$ cat src/rtl/kgp_risc_pkg.sv
// Shared encodings for the PC sequencer: branch opcodes, sequencer states, default PC width.
package kgp_risc_pkg;

    localparam int unsigned DEFAULT_PC_W = 32;

    localparam logic [3:0] BR_NONE = 4'd0;
    localparam logic [3:0] BR_BR   = 4'd1;
    localparam logic [3:0] BR_BZ   = 4'd2;
    localparam logic [3:0] BR_BNZ  = 4'd3;
    localparam logic [3:0] BR_BCY  = 4'd4;
    localparam logic [3:0] BR_BNCY = 4'd5;
    localparam logic [3:0] BR_BS   = 4'd6;
    localparam logic [3:0] BR_BNS  = 4'd7;
    localparam logic [3:0] BR_BV   = 4'd8;
    localparam logic [3:0] BR_BNV  = 4'd9;
    localparam logic [3:0] BR_CALL = 4'd10;
    localparam logic [3:0] BR_RET  = 4'd11;

    typedef enum logic [1:0] {
        ST_BOOT = 2'd0,
        ST_RUN  = 2'd1,
        ST_HALT = 2'd2
    } state_e;

endpackage

$ cat src/rtl/return_addr_stack.sv
// Circular return-address stack; a push when full overwrites the oldest entry.
module return_addr_stack
    import kgp_risc_pkg::*;
#(
    parameter int unsigned DEPTH = 8,
    parameter int unsigned W     = DEFAULT_PC_W
) (
    input  logic         clk,
    input  logic         rst,
    input  logic         push,
    input  logic         pop,
    input  logic [W-1:0] push_data,
    output logic [W-1:0] top,
    output logic         full,
    output logic         empty,
    output logic         err
);

    localparam int unsigned PW = $clog2(DEPTH);
    localparam int unsigned CW = PW + 1;

    logic [W-1:0]  mem [DEPTH];
    logic [PW-1:0] ptr;
    logic [CW-1:0] count;

    assign full  = (count == CW'(DEPTH));
    assign empty = (count == '0);
    assign top   = mem[ptr - PW'(1)];
    assign err   = (push && full) || (pop && empty);

    // When full, ptr already addresses the oldest entry, so a push overwrites it.
    always_ff @(posedge clk) begin
        if (rst) begin
            ptr   <= '0;
            count <= '0;
        end else if (push) begin
            ptr <= ptr + PW'(1);
            if (!full) begin
                count <= count + CW'(1);
            end
        end else if (pop && !empty) begin
            ptr   <= ptr - PW'(1);
            count <= count - CW'(1);
        end
    end

    always_ff @(posedge clk) begin
        if (!rst && push) begin
            mem[ptr] <= push_data;
        end
    end

endmodule

$ cat src/rtl/pc_sequencer.sv
// Program-counter sequencer: increment, flag-conditional branches, call/ret via RAS, halt/resume.
// Define PC_BOUNDS_CHECK_EN to halt (and flag ras_err) instead of loading a PC >= IMEM_DEPTH.
module pc_sequencer
    import kgp_risc_pkg::*;
#(
    parameter int unsigned     PC_W       = DEFAULT_PC_W,
    parameter logic [PC_W-1:0] RESET_PC   = '0,
    parameter int unsigned     RAS_DEPTH  = 8,
    parameter int unsigned     IMEM_DEPTH = 1024
) (
    input  logic            clk,
    input  logic            rst,
    input  logic            stall,
    input  logic            br_valid,
    input  logic [3:0]      br_op,
    input  logic [PC_W-1:0] br_target,
    input  logic            flag_c,
    input  logic            flag_z,
    input  logic            flag_s,
    input  logic            flag_v,
    input  logic            halt_req,
    input  logic            resume,
    output logic [PC_W-1:0] pc,
    output logic [PC_W-1:0] pc_plus1,
    output logic            pc_valid,
    output logic            halted,
    output logic            ras_err
);

    function automatic logic cond_taken(input logic [3:0] op, input logic c, input logic z,
                                        input logic s, input logic v);
        case (op)
            BR_BR:   return 1'b1;
            BR_BZ:   return z;
            BR_BNZ:  return !z;
            BR_BCY:  return c;
            BR_BNCY: return !c;
            BR_BS:   return s;
            BR_BNS:  return !s;
            BR_BV:   return v;
            BR_BNV:  return !v;
            default: return 1'b0;
        endcase
    endfunction

    state_e          state;
    logic [PC_W-1:0] next_pc;
    logic [PC_W-1:0] ras_top;
    logic            ras_empty;
    logic            unused_ras_full;
    logic            ras_op_err;
    logic            run_step;
    logic            oob;
    logic            advance;
    logic            ras_push;
    logic            ras_pop;

    assign pc_plus1 = pc + PC_W'(1);

    always_comb begin
        next_pc = pc_plus1;
        if (br_valid) begin
            case (br_op)
                BR_CALL: next_pc = br_target;
                BR_RET:  if (!ras_empty) next_pc = ras_top;
                default: if (cond_taken(br_op, flag_c, flag_z, flag_s, flag_v)) next_pc = br_target;
            endcase
        end
    end

`ifdef PC_BOUNDS_CHECK_EN
    assign oob = (next_pc >= PC_W'(IMEM_DEPTH));
`else
    logic unused_imem_depth;
    assign unused_imem_depth = ^IMEM_DEPTH;
    assign oob = 1'b0;
`endif

    // A RUN cycle that is neither halting nor stalled consumes the branch request.
    assign run_step = (state == ST_RUN) && !halt_req && !stall;
    assign advance  = run_step && !oob;
    assign ras_push = advance && br_valid && (br_op == BR_CALL);
    assign ras_pop  = advance && br_valid && (br_op == BR_RET);

    return_addr_stack #(
        .DEPTH (RAS_DEPTH),
        .W     (PC_W)
    ) u_ras (
        .clk       (clk),
        .rst       (rst),
        .push      (ras_push),
        .pop       (ras_pop),
        .push_data (pc_plus1),
        .top       (ras_top),
        .full      (unused_ras_full),
        .empty     (ras_empty),
        .err       (ras_op_err)
    );

    always_ff @(posedge clk) begin
        if (rst) begin
            state    <= ST_BOOT;
            pc       <= RESET_PC;
            pc_valid <= 1'b0;
            halted   <= 1'b0;
            ras_err  <= 1'b0;
        end else begin
            case (state)
                ST_BOOT: begin
                    state    <= ST_RUN;
                    pc_valid <= 1'b1;
                end
                ST_RUN: begin
                    if (halt_req || (run_step && oob)) begin
                        state    <= ST_HALT;
                        pc_valid <= 1'b0;
                        halted   <= 1'b1;
                        if (!halt_req) begin
                            ras_err <= 1'b1;
                        end
                    end else if (advance) begin
                        pc <= next_pc;
                        if (ras_op_err) begin
                            ras_err <= 1'b1;
                        end
                    end
                end
                ST_HALT: begin
                    if (resume) begin
                        state    <= ST_RUN;
                        pc_valid <= 1'b1;
                        halted   <= 1'b0;
                    end
                end
                default: begin
                    state    <= ST_BOOT;
                    pc_valid <= 1'b0;
                    halted   <= 1'b0;
                end
            endcase
        end
    end

endmodule

$ cat config.mk
export PLATFORM = sky130hd
export DESIGN_NAME = pc_sequencer
export DESIGN_NICKNAME = d
export VERILOG_FILES = /design/src/rtl/kgp_risc_pkg.sv /design/src/rtl/return_addr_stack.sv /design/src/rtl/pc_sequencer.sv
export SDC_FILE = /design/constraint.sdc
export NUM_CORES = 1
export LEC_CHECK = 0
export CORE_AREA = 2 2 162 164
export CTS_CLUSTER_DIAMETER = 30
export DETAILED_ROUTE_END_ITERATION = 8
export DIE_AREA = 0 0 164 166
export PLACE_DENSITY = 0.7
export SLEW_MARGIN = 20
export SYNTH_ARGS = -nofsm -noshare
export SYNTH_HDL_FRONTEND = slang
export SYNTH_SLANG_ARGS = --single-unit
$ cat constraint.sdc
create_clock -name clk -period 6.85 [get_ports clk]
set_clock_uncertainty 0.05 [all_clocks]
set_input_delay 1.37 -clock clk [delete_from_list [all_inputs] [get_ports clk]]
set_output_delay 1.37 -clock clk [all_outputs]
set_load 0.1 [all_outputs]
Word level (Yosys, flattened, before mapping). Memories as Yosys holds them, arrays and structs flattened. Index checks and enable logic that the tools add are counted.

Input bits: 46. Register bits: 44. Memory bits (writable): 256. Memories: 1. Output and inout port bits: 67.

Memory list: u_ras.mem (words 8, bits a word 32, read ports 1, clocked after memory_dff 0, write ports 1, line return_addr_stack.sv:22) `logic [W-1:0] mem [DEPTH];`.

Equality and inequality tests: 17. Multiplexer cells: 23. Reduce and logical (&&, ||, !) cells: 27. Bitwise gates (word level): 2. Add/subtract/negate cells: 5.

Operators with widths (number): $mux 32 (3); $pmux 32 s2 (1); $add 32x1->32 const B (1); $eq 4x4->1 const B (5); $eq 4x3->1 const B (4); $mux 4 (3); $logic_and 1x1->1 (9); $pmux 1 s9 (1); $eq 4x2->1 const B (2); $logic_not 1->1 (8); $mux 1 (8); $mux 3 (2); $ne 2x2->1 const B (3); $pmux 1 s3 (2); $pmux 2 s3 (1); $reduce_and 3->1 (2); $add 4x1->4 const B (1); $eq 4x1->1 const B (1); $logic_not 4->1 (1); $mux 2 (2); $reduce_and 2->1 (2); $reduce_and 4->1 (1); $sub 4x1->4 const B (1); $add 3x1->3 const B (1); 8 further kinds (9).

Longest topological paths before layout.
Word-level depth: 8. Gate-level depth with buffers: 12. Mapped depth without buffers: 9.

Hierarchy. Synthesis repeated with hierarchy kept, for this count alone.

Cell total of the unflattened synthesis: 947. Area, all modules: 14119.8 µm².

Modules (own cells, without submodules): return_addr_stack (area each 10400.0 µm², instances 1, cells each 445); pc_sequencer (area each 3719.8 µm², instances 1, cells each 502).

Worst setup path before layout. No wires, ideal clock.

Kind: input-to-reg. Start: input br_op[0]. End: memory u_ras.mem[0][0] (netlist name) (enable). Path buffers: 2. Setup time: 0.513 ns. Slack: 0.595 ns. Data arrival time: 5.692 ns. Stages: 6. Required time: 6.287 ns. Path through: buf_2 > nor4bb_1 > and3_1 > buf_2 > inv_2 > nor4b_1.

Longest elaborated chain between the ends: 5.

Ends and longest elaborated chain: from (decl) (line pc_sequencer.sv:15) `input logic [3:0] br_op,`; $eq 4x4->1 (line pc_sequencer.sv:82) `assign ras_push = advance && br_valid && (br_op == BR_CALL);`; $logic_and 1x1->1 (line pc_sequencer.sv:82); $logic_and 1x1->1 (line return_addr_stack.sv:48) `if (!rst && push) begin`; $mux 1 (line return_addr_stack.sv:48); $mux 1 (not written as such) (line return_addr_stack.sv:49) `mem[ptr] <= push_data;`; to (decl) (line return_addr_stack.sv:22).

Every way passes these cells.

Worst setup path in the final report.
Start: register pc[18]. End: output pc_plus1[29].

Longest elaborated chain between the ends: 1.

Ends and longest elaborated chain: from (decl) (line pc_sequencer.sv:23) `output logic [PC_W-1:0] pc,`; from (signal assigned) (line pc_sequencer.sv:122) `pc <= next_pc;`; $add 32x1->32 (line pc_sequencer.sv:58) `assign pc_plus1 = pc + PC_W'(1);`; to (decl) (line pc_sequencer.sv:24) `output logic [PC_W-1:0] pc_plus1,`.

Every way passes these cells.

==> impl_metrics.csv <==
group,metric,value,unit
outcome,outcome,"finished clean",
power_and_ir_drop,p_leak,0.00528,µW
layout,fillers,1863,
min_path,min_path_cells,2,
synth,ys_seq_elements,299,
synth,syn_nets,850,
floorplan,start_util,49.1,%
drt,post_drt_wl_per_cell,24.2,µm
worst_setup_path,timing.rr.start,"u_ras.ptr[0]$_SDFFE_PP0P_",
grt,antenna_found_initial,0,
sta,timing.final.crit_share,82.4,%
power_and_ir_drop,p_per_area,306,nW/µm²
layout,multi_input_area,3850,µm²
floorplan,core-area,25600,µm²
grt,grt-ovfl-total,0,
floorplan,die_h,166,µm
grt,track_usage,23.9,%
placed_design,portBuffers,112,
synth,seq_area_frac_synth,68.0,%
clock_network,cts_resized,0,
sta,max_slew.worst_pin.slew,1.09,ns
worst_setup_path,cp_common_cell,"nand4_1",
layout,drive_gt1_share,21.1,%
floorplan,die_area,27200,µm²
clock_network,clkLatencyLatePin,0.57,ns
layout,layout_commonest_cell,"edfxtp_1",
clock_network,cts_sinks,299,
sta,drv_slew,0,
grt,grt_pass1_vias,8032,
clock_network,postCtsHoldBufs,0,
worst_setup_path,endpoint_kind,"output pin",
sta,fmax,177,MHz
min_path,hold_path.startpoint,"ras_err$_SDFFE_PP0P_",
drt,first_pass_iters,6,
floorplan,pin_count,113,
placed_design,gp_congestion,0.808,
placed_design,hpwl,19200,µm
layout,area.growth.synth_to_final,27.7,%
layout,final_cell_mix,"256 x edfxtp_1, 114 x nand2_1, 111 x clkdlybuf4s50_1",
synth,ys.flop_type,"edfxtp_1",
synth,synth-edff-count,256,
grt,grt_pass1_wl,48300,µm
synth,yosysUniqueCellTypes,56,
worst_setup_path,max_stage_delay,1.28,ns
drt,drc_errors,0,
worst_setup_path,cp_cell_sequence,"nand4_1 -> nor4_1 -> nand4_1 -> xnor2_1 -> clkdlybuf4s50_1",
sta,timing.hold.ws,0.403,ns
clock_network,cts.clk_slew.worst_paths,0.05,ns
sta,min_period,5.65,ns
sta,setup_viol,0,
synth,syn_area,12600,µm²
drt,ant_nets,0,
clock_network,cts_made_buffers,54,
min_path,holdPathEnd,"ras_err$_SDFFE_PP0P_",
power_and_ir_drop,ir_worst_vdd,0.270,mV
drt,vias,7845,
worst_setup_path,crit_fanout,10,
floorplan,die_w,164,µm
clock_network,htreeDepth,2,
drt,via_per_inst,5.94,
synth,async_flop_share,0,%
clock_network,cts_buffer_depth,3,
layout,antenna_cells,0,
layout,ff_latch_area,8550,µm²
clock_network,cts_setup_buffers,0,
drt,drtIter0Drc,768,
min_path,min_path_type,"reg -> reg",
grt,grt_max_degree,51,
worst_setup_path,critPathLaunchType,"flop",
clock_network,root_buffer,"clkbuf_16",
worst_setup_path,rr_worst_depth,8,
drt,wirelength,32000,µm
layout,final_net_count,993,
worst_setup_path,slowest_stage,"clkdlybuf4s50_1",
worst_setup_path,required,5.43,ns
flow_run,drv_cap,0,
sta,rsz0062_at_grt,"no",
synth,synth_cells,799,
worst_setup_path,r2r_end,"pc[6]$_SDFFE_PP0P_",
clock_network,cts_tree,"done",
worst_setup_path,arrival,4.23,ns
sta,fin_setup_tns,0,ns
sta,slew_headroom,26.7,%
synth,synth.avg_cell_area,15.7,µm²
synth,ys.warnings.count,0,
floorplan,rows,59,
worst_setup_path,reg2reg_setup_slack,3.40,ns
sta,hold_viol,0,
worst_setup_path,worstSetupPathType,"reg -> out",
==> worst max-delay path by stage <==
stage                   startpoint                   endpoint  slack, ns  depth (start not counted)
2_1_floorplan             br_op[0]  u_ras.mem[0][0]$_DFFE_PP_       0.59                          6
6_report       pc[18]$_SDFFE_PP0P_               pc_plus1[29]       1.20                          5
3_5_place_dp   pc[17]$_SDFFE_PP0P_               pc_plus1[29]       1.80                          5
4_1_cts        pc[18]$_SDFFE_PP0P_               pc_plus1[29]       1.19                          5
5_1_grt        pc[17]$_SDFFE_PP0P_               pc_plus1[29]       0.88                          5
3_3_place_gp   pc[17]$_SDFFE_PP0P_               pc_plus1[29]       1.89                          5
==> through the flow <==
step | instances | power, µW | setup WS, ns | instance area [µm²] | util [%]
after floorplan | 799 | 2140 | 0.595 | 12600 | -
after global placement | 1221 | 2200 | 1.89 | 14100 | 55.2
after detailed placement | 1221 | 2200 | 1.80 | 14100 | 55.2
after CTS | 1321 | 4930 | 1.19 | 16000 | 62.6
after global routing | 1321 | 5030 | 0.882 | 16000 | 62.6
final | 1321 | 4900 | 1.20 | 16000 | 62.6
==> sequential cells by signal (all words and copies together) (netlist names) <==
register and flops:
u_ras.mem 256, ras_err 1, u_ras.ptr 3, state 2
u_ras.count 4, pc 32, halted 1
==> per-layer routing <==
metal	up-vias	track usage, %	share of wire, %
met1	3981	32.7	41
li1	3450	-	-
met2	353	38.6	49
met5	-	0	0
met4	0	7.89	2.5
met3	61	5.04	7.7
==> logic make-up after synthesis <==
| kind of cell | share of synthesized area (%) |
|---|---|
| AOI/OAI and AO/OA | 6.23 |
| xor gates and xnor gates | 2.78 |
| adders and majority gates | 0.498 |
| buffers and inverters | 1.92 |
| DFF | 68.0 |
| muxes | 12.0 |
| and+or+nand+nor | 8.57 |
==> synth_stat cells (all sizes together), types with 2 or more instances <==
master | count | area share [%]
edfxtp | 256 | 61
nand2 | 114 | 3.4
mux4 | 64 | 11
a21oi | 62 | 2.6
dfxtp | 43 | 6.8
nor2 | 34 | 1.0
a221oi | 33 | 2.4
buf | 26 | 1.0
xnor2 | 24 | 1.7
clkbuf | 20 | 0.61
xor2 | 15 | 1.1
nand3 | 14 | 0.56
nand4 | 12 | 0.82
and3 | 9 | 0.45
inv | 9 | 0.27
nor3 | 8 | 0.36
a211oi | 5 | 0.34
ha | 5 | 0.50
and4 | 4 | 0.28
mux2 | 4 | 0.36
nor4 | 4 | 0.44
nor2b | 3 | 0.15
nor4b | 3 | 0.33
o21ai | 3 | 0.12
or4 | 3 | 0.21
a31oi | 2 | 0.10
a32o | 2 | 0.16
a32oi | 2 | 0.14
and3b | 2 | 0.14
mux2i | 2 | 0.16
or3 | 2 | 0.10
==> power by group <==
group	total, µW	internal, µW	switching, µW
clock network	2730	1840	893
logic	191	57.8	133
registers	1980	1970	11.2
total	4900	3860	1040
==> worst max-delay path: cells and delay by family, from the launching register on <==
kind / cells / cell delay (ns)
xor+xnor: 1 / 0.73
buf+inv: 1 / 1.28
flops: 1 / 0.43
simple gates: 3 / 1.21
==> layout make-up <==
type | count | share of cell area (%)
Clock inverter | 38 | 3.17
Tap cell | 335 | 2.61
Clock buffer | 62 | 8.67
Multi-Input combinational cell | 445 | 24.0
Inverter | 9 | 0.211
Timing Repair Buffer | 133 | 8.02
Sequential cell | 299 | 53.3
No activity file was read; power rests on OpenSTA's default activity.
